`src/rtl/carry_lookahead_adder.sv`:
```
// Unsigned WIDTH-bit two-level carry-lookahead adder with a zero-latency sum and a registered copy.
// Partial last group is zero-padded (g=0, p=0); o_result_q lags o_result by one i_clk edge.
module carry_lookahead_adder #(
  parameter int WIDTH = 3,
  parameter int GROUP = 4
) (
  input  logic             i_clk,
  input  logic             i_rst_n,
  input  logic [WIDTH-1:0] i_add1,
  input  logic [WIDTH-1:0] i_add2,
  output logic [WIDTH:0]   o_result,
  output logic [WIDTH:0]   o_result_q
);

  localparam int NG = (WIDTH + GROUP - 1) / GROUP;
  localparam int PW = NG * GROUP;

  logic [PW-1:0] g;
  logic [PW-1:0] p;
  logic [NG-1:0] gg;
  logic [NG-1:0] gp;
  logic [NG-1:0] gc;
  logic [WIDTH:0] c;
  logic [WIDTH:0] result_d;
  logic [WIDTH:0] result_q;

  // Flattened carry into position j of a group: sum of products, no ripple chain.
  function automatic logic grp_carry(input logic [GROUP-1:0] gs, input logic [GROUP-1:0] ps,
                                     input int j, input logic cin);
    logic cy;
    logic t;
    cy = 1'b0;
    for (int k = 0; k < GROUP; k++) begin
      if (k < j) begin
        t = gs[k];
        for (int m = k + 1; m < GROUP; m++) begin
          if (m < j) t = t & ps[m];
        end
        cy = cy | t;
      end
    end
    t = cin;
    for (int m = 0; m < GROUP; m++) begin
      if (m < j) t = t & ps[m];
    end
    return cy | t;
  endfunction

  function automatic logic lvl2_carry(input logic [NG-1:0] ggs, input logic [NG-1:0] gps,
                                      input int j, input logic cin);
    logic cy;
    logic t;
    cy = 1'b0;
    for (int k = 0; k < NG; k++) begin
      if (k < j) begin
        t = ggs[k];
        for (int m = k + 1; m < NG; m++) begin
          if (m < j) t = t & gps[m];
        end
        cy = cy | t;
      end
    end
    t = cin;
    for (int m = 0; m < NG; m++) begin
      if (m < j) t = t & gps[m];
    end
    return cy | t;
  endfunction

  always_comb begin
    g = '0;
    p = '0;
    g[WIDTH-1:0] = i_add1 & i_add2;
    p[WIDTH-1:0] = i_add1 ^ i_add2;
  end

  always_comb begin
    gg = '0;
    gp = '0;
    for (int n = 0; n < NG; n++) begin
      gg[n] = grp_carry(g[n*GROUP +: GROUP], p[n*GROUP +: GROUP], GROUP, 1'b0);
      gp[n] = &p[n*GROUP +: GROUP];
    end
  end

  always_comb begin
    gc = '0;
    for (int n = 0; n < NG; n++) begin
      gc[n] = lvl2_carry(gg, gp, n, 1'b0);
    end
  end

  // Carry-out on a group boundary comes straight from the second level.
  always_comb begin
    c = '0;
    for (int i = 0; i <= WIDTH; i++) begin
      int n;
      n = (i / GROUP < NG) ? (i / GROUP) : (NG - 1);
      if (i == PW) begin
        c[i] = lvl2_carry(gg, gp, NG, 1'b0);
      end else begin
        c[i] = grp_carry(g[n*GROUP +: GROUP], p[n*GROUP +: GROUP], i - n * GROUP, gc[n]);
      end
    end
  end

  assign o_result = {c[WIDTH], p[WIDTH-1:0] ^ c[WIDTH-1:0]};
  assign result_d = o_result;

  always_ff @(posedge i_clk or negedge i_rst_n) begin
    if (!i_rst_n) begin
      result_q <= '0;
    end else begin
      result_q <= result_d;
    end
  end

  assign o_result_q = result_q;

endmodule

```
`config.mk`:
```
export PLATFORM = sky130hd
export DESIGN_NAME = carry_lookahead_adder
export DESIGN_NICKNAME = d
export VERILOG_FILES = /design/src/rtl/carry_lookahead_adder.sv
export SDC_FILE = /design/constraint.sdc
export NUM_CORES = 1
export LEC_CHECK = 0
export CORE_AREA = 2 2 39 41
export DETAILED_ROUTE_END_ITERATION = 6
export DIE_AREA = 0 0 41 43
export PLACE_DENSITY = 0.51
export SLEW_MARGIN = 10
export SYNTH_ARGS = -nofsm -noshare
export SYNTH_HDL_FRONTEND = slang
export SYNTH_SLANG_ARGS = --single-unit
export TNS_END_PERCENT = 20
```
`constraint.sdc`:
```
create_clock -name i_clk -period 1.5 [get_ports i_clk]
set_clock_uncertainty 0.05 [all_clocks]
set_input_delay 0.15 -clock i_clk [delete_from_list [all_inputs] [get_ports i_clk]]
set_output_delay 0.15 -clock i_clk [all_outputs]
set_load 0.005 [all_outputs]
```
# Word-level counts from Yosys, hierarchy flattened
# Cells that the tools add are included.
# totals
mem_bits_rw	0
regBits	4
n_memories	0
rom_bits	0
elab_cells	10
out_inout_bits	8
latch_bits	0
# op_classes
n_eq_ne	0
n_div	0
bitwise	9
reduce_logical	0
magnitude_cmp	0
n_mul	0
shifts	0
add_sub_neg	0
mux	0
# ops
op	n
bitwise XOR 3 bit	2
bitwise AND 1 bit	3
bitwise AND 3 bit	1
OR 1 bit	3

# Logic depth before layout (Yosys ltp)
# logic_depth
ltp_word	5
depth_mapped	4

# Least setup slack after synthesis
# OpenSTA, ideal clock, no wires.
# synth_path
kind	input to output
from	input port i_add1[0]
to	output port o_result[2]
arrival_time_ns	0.931
required_time_ns	1.300
setup_slack_ns	0.369
stages	3
path_cell_list	ha_1 fa_1 xor2_1
# synth_via
elab_chain_len	4
# synth_rtl
item	line	rtl
start, declared	9	input logic [WIDTH-1:0] i_add1,
bitwise AND 3 bit	73	g[WIDTH-1:0] = i_add1 & i_add2;
bitwise AND 1 bit	37	if (m < j) t = t & ps[m];
OR 1 bit	39	cy = cy | t;
bitwise XOR 3 bit	107	assign o_result = {c[WIDTH], p[WIDTH-1:0] ^ c[WIDTH-1:0]};
end, declared	11	output logic [WIDTH:0] o_result,
# No other way between the ends.

# Final worst setup path
# layout_path
from	input port i_add2[0]
to	output port o_result[1]
# layout_via
elab_chain_len	2
# layout_rtl
item	line	rtl
start, declared	10	input logic [WIDTH-1:0] i_add2,
bitwise AND 3 bit	73	
bitwise XOR 3 bit	107	
# No other way between the ends.

==> qor.yml <==
cp_slowest_cell: "fa_2"
synthCells: 12
dieArea_mm2: 0.00176
overflow: 0
endpoint_kind: "output port"
layout_commonest_cell: "clkdlybuf4s50_1"
cp.buffers_inverters: 2
status: "finished, final reports clean"
p_leak_uw: 0.000198
io_buffers: 15
dieHeight_um: 43
ys_top_cells_by_area: "dfrtp_1, ha_1, fa_1, xor2_1, nand2b_1"
finalNetCount: 50
cts-root-buf: "clkbuf_4"
grt_max_degree: 5
wirelength_um: 540
netlist_area_um2: 190
whs_ns: 0.0714
crit_type: "in2out"
num_antenna_cells: 0
cts.sink_count: 4
io_pins: 16
drcViolationCount: 0
critPathArrivalTime_ns: 1.25
worst_path_largest_cell_delay_ns: 0.55
avgSynthCellArea_um2: 15.8
fin_crit_sh_pct: 96.9
drive_gt1_share_pct: 42.9
path_max_fanout: 2
initial_core_util_pct: 13.7
cts_tree: "done"
place_ws_ns: -0.638
ys_ff_latch: 4
min_period_ns: 1.45
vias: 185
syn_to_final_growth_pct: 120
power_density_mw_per_mm2: 914
grt_pass1_vias: 215
synth_nets: 25
worst_slack_ns: 0.0461
ys_types: 6
dieWidth_um: 41
vias_per_cell: 3.63
p_total_uw: 382
maxCapViolCount: 0
rows: 14
path_clk_slew_ns: 0.04
firstDrtPassIters: 1
path_delay_family: "adder cells"
yosys.area.top_type: "dfrtp_1"
relSlewSlack_pct: 87.4
drtIter0Drc: 0
gp_congestion: 0.591
htreeDepth: 1
cp-start-kind: "primary input"
clockBufferDepth: 2
ant_nets: 0
layout_common_cells: "clkdlybuf4s50_1, buf_4, dfrtp_1"
fmax_mhz: 688
grt_usage_pct: 7.53
ys_seq_area_share_pct: 52.6
numCtsBuffers: 3
synth_top_area_share_pct: 52.6
antenna_found_initial: 0
worstMarginPinSlew_ns: 0.189
wl_per_cell_um: 10.6
setup_viol: 0
finalMaxSlewViolations: 0
finalHoldViolCount: 0
yosysWarnings: 0
coreArea_mm2: 0.00138
grt_pass1_wl_um: 828
cp_cell_sequence: "dlygate4sd2_1, ha_2, fa_2, buf_2"
cp.depth: 4
hold_class: "in2async"
worstPathRequired_ns: 1.30
rsz0062_at_grt: "no"
ir_worst_vdd_uv: 136
largest_reg_flops: 4
==> routing by layer <==
layer | vias to the layer above | part of all wire [%] | global-route usage [%]
li1 | 85 | - | -
met2 | 14 | 55 | 12.8
met1 | 86 | 31 | 6.11
met3 | 0 | 14 | 1.57
met5 | - | 0 | 0
met4 | 0 | 0 | 8.00
==> per-stage QoR <==
step / setup TNS (ns) / cell area [um^2] / instances / util (%)
after floorplan: 0 / 190 / 12 / -
after global placement: -1.71 / 375 / 45 / 27.1
after detailed placement: -1.95 / 375 / 45 / 27.1
after CTS: 0 / 405 / 51 / 29.3
after global routing: 0 / 418 / 51 / 30.2
final: 0 / 418 / 51 / 30.2
==> report_power, final <==
group          leakage (uW)  internal (uW)  total (uW)  switching (uW)
clock             0.0000138           89.3         130            41.1
combinational      0.000137           82.7         125            42.8
sequential        0.0000472            123         126            3.34
total              0.000198            295         382            87.3
==> logic make-up after synthesis <==
group | count (synthesis) | share of synthesized area [%]
AOI/OAI and AO/OA | 1 | 2.63
and+or+nand+nor | 1 | 3.29
xor gates and xnor gates | 1 | 4.61
DFF | 4 | 52.6
adders and majority gates | 5 | 36.8
==> synthesized netlist by cell type (all sizes together) <==
cell,n
nand2b,1
ha,4
o21ai,1
fa,1
xor2,1
dfrtp,4
==> how the worst max path moves through the flow <==
stage / endpoint / slack (ns) / start
2_1_floorplan: o_result[2] / 0.37 / i_add1[0]
3_3_place_gp: o_result[2] / -0.58 / i_add1[0]
3_5_place_dp: o_result[2] / -0.64 / i_add1[0]
4_1_cts: o_result[3] / 0.02 / i_add1[1]
5_1_grt: o_result[3] / 0.0004 / i_add1[1]
6_report: o_result[1] / 0.05 / i_add2[0]
==> final cells by class <==
type | instances | area [um^2]
multi-input combinational | 8 | 106
clock buffer | 3 | 22.5
fill | 146 | 966
sequential | 4 | 100
tap | 16 | 20.0
timing repair buffer | 20 | 169
==> timing repair <==
item / in CTS / in global routing
gates resized for setup: 18 / 3
pin swaps: 4 / 0
setup endpoints to repair: 4 / 2
hold buffers: 0 / 0
buffers inserted: 3 / 0
No activity file was read; power rests on OpenSTA's default activity.
